==> src/rtl/sik_pkg.sv <==
// sik_pkg: shared op encodings, stack-unit FSM states and word width for the SIK processor.
package sik_pkg;
  localparam int WORDSIZE = 16;
  localparam logic [2:0] SK_PUSH = 3'd0;
  localparam logic [2:0] SK_POP  = 3'd1;
  localparam logic [2:0] SK_POP2 = 3'd2;
  localparam logic [2:0] SK_GET  = 3'd3;
  localparam logic [2:0] SK_PUT  = 3'd4;
  localparam logic [2:0] SK_DUP  = 3'd5;
  typedef enum logic [2:0] {ST_IDLE, ST_RD1, ST_RD2, ST_WB, ST_RESP} sik_state_e;
endpackage

==> src/rtl/sik_stack_ram.sv <==
// sik_stack_ram: single-port data stack RAM, synchronous read and write-enable.
module sik_stack_ram import sik_pkg::*; #(
  parameter int WIDTH = WORDSIZE,
  parameter int DEPTH = 256,
  localparam int AW = $clog2(DEPTH)
) (
  input  logic             clk,
  input  logic             we,
  input  logic [AW-1:0]    addr,
  input  logic [WIDTH-1:0] wdata,
  output logic [WIDTH-1:0] rdata
);
  logic [WIDTH-1:0] mem [DEPTH];
  always_ff @(posedge clk) begin
    if (we) mem[addr] <= wdata;
    rdata <= mem[addr];
  end
endmodule

==> src/rtl/sik_stack_unit.sv <==
// sik_stack_unit: stack-memory responder servicing push/pop/pop2/get/put/dup over valid/ready.
module sik_stack_unit import sik_pkg::*; #(
  parameter int WIDTH = WORDSIZE,
  parameter int DEPTH = 256,
  localparam int AW = $clog2(DEPTH),
  localparam int DW = AW + 1
) (
  input  logic             clk,
  input  logic             reset,
  input  logic             req_valid,
  output logic             req_ready,
  input  logic [2:0]       req_op,
  input  logic [7:0]       req_arg,
  input  logic [WIDTH-1:0] req_data,
  output logic             rsp_valid,
  input  logic             rsp_ready,
  output logic [WIDTH-1:0] rsp_data0,
  output logic [WIDTH-1:0] rsp_data1,
  output logic             rsp_err,
  output logic [DW-1:0]    depth
);
  sik_state_e state_q;
  logic [2:0] op_q;
  logic [DW-1:0] depth_q, depth_d, top_a, sec_a, off_a, k;
  logic [WIDTH-1:0] data0_q, data1_q, ram_wdata, ram_rdata;
  logic [AW-1:0] ram_addr;
  logic valid_q, err_q, req_err, full, empty, ram_we, wr_op;
  always_comb begin
    k = DW'(req_arg);
    full = depth_q == DW'(DEPTH);
    empty = depth_q == '0;
    top_a = depth_q - DW'(1);
    sec_a = depth_q - DW'(2);
    off_a = top_a - k;
    wr_op = req_op == SK_PUSH || req_op == SK_PUT;
    req_err = (req_op == SK_PUSH) ? full :
              (req_op == SK_POP)  ? empty :
              (req_op == SK_POP2) ? depth_q < DW'(2) :
              (req_op == SK_GET || req_op == SK_PUT) ? k >= depth_q :
              (req_op == SK_DUP)  ? (empty || full) : 1'b1;
    // IDLE-cycle writes go straight to the RAM so PUSH/PUT respond one cycle after accept
    ram_we = (state_q == ST_IDLE && reset && req_valid && !req_err && wr_op) || state_q == ST_WB;
    ram_addr = (state_q == ST_WB)  ? depth_q[AW-1:0] :
               (state_q == ST_RD1) ? sec_a[AW-1:0] :
               (req_op == SK_PUSH) ? depth_q[AW-1:0] :
               (req_op == SK_GET || req_op == SK_PUT) ? off_a[AW-1:0] : top_a[AW-1:0];
    ram_wdata = (state_q == ST_WB) ? data0_q : req_data;
    depth_d = err_q ? depth_q :
              (op_q == SK_PUSH || op_q == SK_DUP) ? depth_q + DW'(1) :
              (op_q == SK_POP)  ? depth_q - DW'(1) :
              (op_q == SK_POP2) ? depth_q - DW'(2) : depth_q;
  end
  sik_stack_ram #(.WIDTH(WIDTH), .DEPTH(DEPTH)) u_ram (
    .clk(clk), .we(ram_we), .addr(ram_addr), .wdata(ram_wdata), .rdata(ram_rdata)
  );
  always_ff @(posedge clk) begin
    if (!reset) begin
      state_q <= ST_IDLE;
      op_q <= SK_PUSH;
      depth_q <= '0;
      data0_q <= '0;
      data1_q <= '0;
      valid_q <= 1'b0;
      err_q <= 1'b0;
    end else begin
      case (state_q)
        ST_IDLE: if (req_valid) begin
          op_q <= req_op;
          err_q <= req_err;
          data0_q <= '0;
          data1_q <= '0;
          state_q <= (req_err || wr_op) ? ST_RESP : ST_RD1;
          valid_q <= req_err || wr_op;
        end
        ST_RD1: begin
          data0_q <= ram_rdata;
          state_q <= (op_q == SK_POP2) ? ST_RD2 : (op_q == SK_DUP) ? ST_WB : ST_RESP;
          valid_q <= op_q != SK_POP2 && op_q != SK_DUP;
        end
        ST_RD2: begin
          data1_q <= ram_rdata;
          state_q <= ST_RESP;
          valid_q <= 1'b1;
        end
        ST_WB: begin
          state_q <= ST_RESP;
          valid_q <= 1'b1;
        end
        ST_RESP: if (rsp_ready) begin
          state_q <= ST_IDLE;
          valid_q <= 1'b0;
          depth_q <= depth_d;
        end
        default: state_q <= ST_IDLE;
      endcase
    end
  end
  assign req_ready = state_q == ST_IDLE;
  assign rsp_valid = valid_q;
  assign rsp_data0 = data0_q;
  assign rsp_data1 = data1_q;
  assign rsp_err = err_q;
  assign depth = depth_q;
endmodule

==> config.mk <==
export PLATFORM = sky130hd
export DESIGN_NAME = sik_stack_unit
export DESIGN_NICKNAME = d
export VERILOG_FILES = /design/src/rtl/sik_pkg.sv /design/src/rtl/sik_stack_ram.sv /design/src/rtl/sik_stack_unit.sv
export SDC_FILE = /design/constraint.sdc
export NUM_CORES = 2
export LEC_CHECK = 0
export CAP_MARGIN = 20
export CORE_MARGIN = 3
export CORE_UTILIZATION = 44
export DETAILED_ROUTE_END_ITERATION = 10
export GPL_ROUTABILITY_DRIVEN = 0
export SKIP_CTS_REPAIR_TIMING = 1
export SLEW_MARGIN = 5
export SYNTH_ARGS = -nofsm -noshare
export SYNTH_HDL_FRONTEND = slang
export SYNTH_SLANG_ARGS = --single-unit
export TNS_END_PERCENT = 20
==> constraint.sdc <==
create_clock -name clk -period 6.04 [get_ports clk]
set_input_delay 0.604 -clock clk [delete_from_list [all_inputs] [get_ports clk]]
set_output_delay 0.604 -clock clk [all_outputs]
set_load 0.005 [all_outputs]
After elaboration in Yosys (flattened, before gate mapping)
Memory sizes are Yosys's and may differ from the RTL's. A register that Yosys moved wholly into a read port is not among the register bits.
Cells that the tools add are included.
{ "classes": {"mux": 27, "eq_ne": 17, "add_sub_neg": 4, "n_bitwise": 1, "n_lt_le_gt_ge": 2, "reduce_logical": 27} }
{ "op_table": {"columns": ["operator", "count"], "rows": [
  ["$pmux 16 s2", 2],
  ["$mux 16", 2],
  ["$mux 8", 4],
  ["$mux 9", 3],
  ["$eq 3x2->1 const B", 5],
  ["$mux 3", 5],
  ["$eq 3x3->1 const B", 4],
  ["$pmux 3 s4", 1],
  ["$add 9x1->9 const B", 1],
  ["$eq 3x1->1 const B", 3],
  ["$eq 9x9->1 const B", 1],
  ["$ge 8x9->1", 1],
  ["$logic_not 3->1", 3],
  ["$logic_not 9->1", 1],
  ["$lt 9x2->1 const B", 1],
  ["$mux 1", 9],
  ["$sub 9x1->9 const B", 1],
  ["$sub 9x2->9 const B", 1],
  ["$reduce_and 2->1", 4],
  ["$sub 8x8->8", 1],
  ["$logic_or 1x1->1", 6],
  ["$logic_and 1x1->1", 5],
  ["$ne 2x2->1 const B", 2],
  ["$pmux 1 s4", 1],
  ["other kinds (10)", 11]
]} }
{ "word_totals": {"inputBits": 31, "reg_bits": 49, "elab_cells": 86, "mem_bits_rw": 4096, "out_inout_bits": 44, "n_memories": 1} }
{ "memory_table": {"columns": ["name", "words", "word_bits", "read_ports", "rd_ports_with_merged_regs", "write_ports", "line_no", "source"], "rows": [
  ["u_ram.mem", 256, 16, 1, 1, 1, "sik_stack_ram.sv:13", "logic [WIDTH-1:0] mem [DEPTH];"]
]} }

Depth between registers and ports, before layout
{ "logic_depth": {"ltp_word": 13, "mapped_depth": 21, "depth_no_buf": 16} }

Cells and area by module
From an unflattened synthesis, not the netlist that was laid out.
{ "hier_totals": {"cells_unflattened": 7216, "area_unflattened_um2": 159122.6} }
{ "modules_own_cells": {"columns": ["mod", "area_each_um2", "seq_area_each_um2", "cells_each", "n_inst"], "rows": [
  ["sik_stack_ram", 155399.0, 123318.3, 6727, 1],
  ["sik_stack_unit", 3723.6, 980.9, 489, 1]
]} }

Worst setup path after synthesis
No wires, ideal clock.
{ "synth_path": {"kind": "register to register", "start": "register depth_q[0], in the netlist depth[0]", "end": "memory u_ram.mem[58][0] (netlist name), enable pin", "required_time_ps": 5631, "period_less_slack_ps": 5372, "slack_ps": 668, "setup_ps": 409, "path_stages_with_launch": 20, "path_buffers": 5, "arrival_ps": 4963, "path_cell_list": "dfxtp_1 > clkbuf_1 > inv_1 > ha_1 > or3b_1 > clkbuf_1 > nor3_2 > xnor2_1 > ha_1 > a21oi_1 > nand2b_1 > o21a_1 > o21a_1 > o211a_1 > clkbuf_1 > nor2_1 > buf_2 > o21ai_1 > buf_2 > nor3_1"} }
{ "synth_between": {"elab_chain_cells": 13, "elab_cells_between_ends": 23, "cone_classes": "add/sub: 3; order compare: 2; eq/ne: 1; mux: 11; reduce/logical: 6"} }
{ "synth_lines": {"columns": ["element", "line_no", "source"], "rows": [
  ["start, declared", "sik_stack_unit.sv:24", "logic [DW-1:0] depth_q, depth_d, top_a, sec_a, off_a, k;"],
  ["start signal, assigned", "sik_stack_unit.sv:92", "depth_q <= depth_d;"],
  ["branches (longest 13 deep; another with $sub 9x1->9)", null, null],
  ["end, declared", "sik_stack_ram.sv:13", null]
]} }
Several ways; the timed one is not identified.

Worst setup path in the final report
{ "layout_path": {"start": "register depth_q[1], in the netlist depth[1]", "end": "register u_ram.rdata[3] (read register of u_ram.mem)"} }
{ "layout_between": {"elab_chain_cells": 6, "elab_cells_between_ends": 7, "cone_classes": "add/sub: 3; mux: 4"} }
{ "layout_lines": {"columns": ["element", "line_no", "source"], "rows": [
  ["$sub 9x1->9", null, null],
  ["$sub 8x8->8", "sik_stack_unit.sv:34", "off_a = top_a - k;"],
  ["$mux 8", "sik_stack_unit.sv:46", "(req_op == SK_GET || req_op == SK_PUT) ? off_a[AW-1:0] : top_a[AW-1:0];"],
  ["$mux 8", "sik_stack_unit.sv:45", "(req_op == SK_PUSH) ? depth_q[AW-1:0] :"],
  ["$mux 8", "sik_stack_unit.sv:44", "(state_q == ST_RD1) ? sec_a[AW-1:0] :"],
  ["$mux 8 *", "sik_stack_unit.sv:43", "ram_addr = (state_q == ST_WB) ? depth_q[AW-1:0] :"],
  ["end, declared", "sik_stack_ram.sv:11", "output logic [WIDTH-1:0] rdata"]
]} }
Every way passes the cells marked *; elsewhere a longest branch is shown, timed or not.
A chain may end at the register's enable or synchronous reset.

==> impl_results.rst <==
.. list-table::
   :header-rows: 1

   * - Metric
     - Value
   * - TritonCTS clock tree
     - yes
   * - Die footprint
     - between 300000 and 400000 µm²
   * - Worst Setup Start Kind
     - flop
   * - Part of the total power dissipated in the clock network
     - 36.3%
   * - Synth Instances
     - roughly 13000
   * - Number of enable flip-flop cells after synthesis
     - ~4000
   * - TritonCTS Buffers
     - 422
   * - Clock input transition at the sequential cells of the worst setup and hold paths
     - about 0.060 ns
   * - Starting Density
     - around 44%
   * - Sequential share of the synthesized area
     - between 70% and 80%
   * - Dominant combinational cell family by area after synthesis
     - simple AND/OR/NAND/NOR gates
   * - Synthesis-to-finish area growth
     - 17.2%
   * - Fmax
     - between 150 and 200 MHz
   * - CP Data Arrival Time
     - roughly 7 ns
   * - Post-layout util
     - 51.9%
   * - Series of cell instances along the critical path
     - inv_1 > ha_1 > a21boi_0 > xnor2_1 > ha_1 > o21a_1 > o31a_1 > a21oi_1 > o21ai_4 > buf_4 > nand2_1 > o22ai_1 > nor4_1 > o21ai_0 > o211ai_1
   * - Total gr overflow
     - 0
   * - CTS Root Buffer Type
     - clkbuf_16
   * - Maximum fanout along the worst path
     - 11
   * - First-pass GRT wire length
     - between 800000 and 900000 µm
   * - Placeable core area
     - ~380000 µm²
   * - Number of clock sinks
     - 4161
   * - Endpoint class of the critical path
     - flop
   * - Final WL
     - 589000 µm
   * - Final cycle utilization of the critical path
     - a little over nine tenths
   * - Post-synthesis share of cell area spent on xor and xnor gates
     - less than 1%
   * - Routed via count
     - around 120k
   * - Worst slew pin tran
     - between 1 and 1.5 ns
   * - Count of distinct cell types in the synthesized netlist
     - between 90 and 100
   * - Setup repair after global routing missed its margin
     - false
   * - Row Count
     - ~230
   * - Most common cell type on the critical path
     - ha_1
   * - Worst hold slack after final layout
     - roughly 0.28 ns
   * - Hold Vio Cnt, Final
     - 0
   * - Fraction of final layout cells sized beyond drive strength 1
     - between 10% and 20%
   * - Synth warn
     - 0
   * - Total net switching power
     - approximately 21000 µW
   * - Class of the most critical setup path
     - reg -> reg
   * - Async SR Flop Fraction
     - 0%
   * - Most utilized layer in the global route result
     - met2
   * - Share of synthesized area spent on multiplexers
     - approximately 1.9%
   * - Avg WL per Cell
     - between 30 and 40 µm
   * - Post-route minimum period
     - a little under 6 ns
   * - Final antenna-violating net count
     - 0
   * - Die Span X
     - approximately 620 µm
   * - Drt pass-1 iters
     - 7
   * - Grt met2 use
     - 43.5%
   * - Number of flip-flops and latches in the synthesized netlist
     - approximately 4200
   * - Die H
     - about 620 µm
   * - Global routing met3 resource utilization
     - 7.73%
   * - Internal power
     - around 50000 µW
   * - Number of cells traversed by the worst hold path
     - 4
   * - Pwr per Cell Area
     - approximately 370 nW/µm²
   * - Total routing usage reported by global routing
     - 29.6%
   * - Complex-gate fraction of the synthesized area
     - ~6%
   * - Post-synthesis net count
     - ~13000
   * - Pre-CTS setup slack
     - -0.287 ns
   * - Clock insertion delay at the later pin of the skew report
     - ~1.1 ns
   * - Remaining max-slew budget at the tightest pin
     - about 13%
   * - Max H-tree Level
     - 5
   * - Detail Placement HPWL
     - approximately 360000 µm
   * - Layout Nets
     - around 13000
   * - Final worst setup slack
     - ~0.07 ns
   * - Depth of the worst register-to-register path
     - 15
   * - Number of fill cells in the layout
     - 30900
   * - Largest stage delay on the critical path
     - 0.83 ns
   * - Combinational group share of total power
     - just under 20%
   * - Vias in the first global route
     - ~110k
   * - Largest clock skew in the final design
     - a little over 0.1 ns
   * - Critical path required time
     - about 6.9 ns
   * - Max-capacitance violation count
     - 0
   * - Synth Area in Adders
     - less than 1%
   * - Leakage power of the design
     - ~0.067 µW
   * - Commonest register cell after synthesis
     - edfxtp_1
   * - Number of slew-limit violations in the final report
     - 0
   * - Initial detailed-routing violation count
     - slightly below 20000
   * - Hold WC Path Type
     - in -> reg
   * - Final count of negative-setup-slack endpoints
     - 0
   * - Sequential group share of total power
     - between 40% and 50%
   * - Peak ir drop on the vdd network
     - roughly 0.00026 V
   * - Pin count of the biggest net entering global routing
     - around 160
   * - DRC
     - 0
   * - Post-Syn Area per Cell
     - ~13 µm²
   * - Status
     - complete, no violations
   * - Total Power
     - between 70000 and 80000 µW
   * - Net Sw Frac
     - between 20% and 30%
   * - Post-detailed-route via-to-cell ratio
     - between 6 and 7
   * - CTS Buffer Depth
     - 4
   * - Crit path max-delay cell type
     - o21ai_4
   * - Boundary Pins
     - between 70 and 80
   * - Area fraction in and, or, nand and nor cells after synthesis
     - between 10% and 20%
   * - Initial antenna violation count
     - 36
   * - Global routing met1 resource utilization
     - about two fifths
   * - IO buf count
     - between 70 and 80
   * - Post-Synthesis Cell Area
     - approximately 170000 µm²
[cell families (layout without fill, tap and decap cells)]
kind of cell,after synthesis,after routing
AO/OA/AOI/OAI,1305,1305
XOR/XNOR,14,14
adder cells (fa/ha/maj),22,22
buffers and inverters,1004,1929
flip-flops,4161,4161
multiplexers,321,321
other,0,18
AND/OR/NAND/NOR,5680,5680
[critical path: cells and delay by family (launching register included)]
kind | cells | cell delay (ns)
AOI/OAI and AO/OA | 8 | 3.27
and+or+nand+nor | 2 | 0.81
adders and majority gates | 2 | 0.70
buffers and inverters | 2 | 0.56
DFF | 1 | 0.32
xor gates and xnor gates | 1 | 0.13
[synth_stat cells, drive strengths merged, types with 23 or more instances]
| cell type | instances | area, µm² |
|---|---|---|
| a211oi | 197 | 1490 |
| a21boi | 36 | 270 |
| a21oi | 92 | 475 |
| a221oi | 30 | 269 |
| a311oi | 238 | 2100 |
| a31oi | 204 | 1280 |
| a32o | 23 | 230 |
| a32oi | 213 | 1870 |
| a41oi | 23 | 201 |
| and3 | 126 | 788 |
| buf | 689 | 3500 |
| clkbuf | 188 | 706 |
| dfxtp | 65 | 1300 |
| edfxtp | 4096 | 123000 |
| inv | 127 | 477 |
| mux2i | 304 | 3040 |
| nand2 | 3429 | 12900 |
| nand3 | 1463 | 7330 |
| nand4 | 166 | 1040 |
| nor2 | 294 | 1130 |
| nor3 | 90 | 465 |
| nor4 | 39 | 244 |
| o21ai | 80 | 404 |
| o22ai | 58 | 369 |
[state kept, by name, indices dropped and copies added (netlist names)]
| signal | flops |
|---|---|
| rsp_err | 1 |
| op_q | 3 |
| rsp_data1 | 16 |
| u_ram.mem | 4096 |
| state_q | 3 |
| rsp_data0 | 16 |
| u_ram.rdata | 16 |
| depth | 9 |
| rsp_valid | 1 |
[cells in the final DEF (no fill, tap or decap), types with 165 or more instances in the layout]
cell,count
edfxtp_1,4096
nand2_1,3426
nand3_1,1462
buf_4,644
clkbuf_16,431
mux2i_1,304
buf_12,302
a311oi_1,235
a32oi_1,213
a31oi_1,203
a211oi_1,192
nor2_2,175
nand4_1,165
[worst paths after layout]
| check | startpoint | end | slack (ns) |
|---|---|---|---|
| worst max-delay path | depth[1] | u_ram.rdata[3] | 0.07 |
| worst min register to register | rsp_data1[3] | rsp_data1[3] | 0.48 |
| worst min-delay path | rsp_ready | state_q[2] | 0.28 |
| worst max register to register | depth[1] | u_ram.rdata[3] | 0.07 |
[power by group through the flow]
stage	Clock, µW	Combinational (µW)	Sequential (µW)
4_1_cts	26300	13400	32000
3_3_place_gp	0	13200	32600
2_1_floorplan	0	6430	32500
6_report	26200	13900	32000
3_5_place_dp	0	13400	32600
5_1_grt	27500	14200	32000
[area by class of cell]
type	instances	area, µm²	share of cell area [%]
clock inverters	252	2550	1.30
diodes	18	45.0	0.0230
well taps	4994	6250	3.19
multi-input cells	7342	39200	20.0
repair buffers	1022	11600	5.95
clock buffers	528	11200	5.72
inverters	127	477	0.244
flip-flops and latches	4161	124000	63.5
[stage by stage]
| stage | std cells | setup TNS [ns] | instance area [µm²] |
|---|---|---|---|
| after floorplan | 12500 | 0 | 167000 |
| after global placement | 17600 | -2.21 | 182000 |
| after detailed placement | 17600 | -0.418 | 182000 |
| after CTS | 18400 | -0.0699 | 196000 |
| after global routing | 18400 | 0 | 196000 |
| final | 18400 | 0 | 196000 |
[routing by layer]
| metal | wire length, µm | vias to the layer above |
|---|---|---|
| met1 | 222000 | 57800 |
| met4 | 34200 | 16 |
| met2 | 256000 | 8131 |
| li1 | - | 47800 |
| met3 | 76900 | 1337 |
| met5 | 205 | - |
No activity file was read; power rests on OpenSTA's default activity.
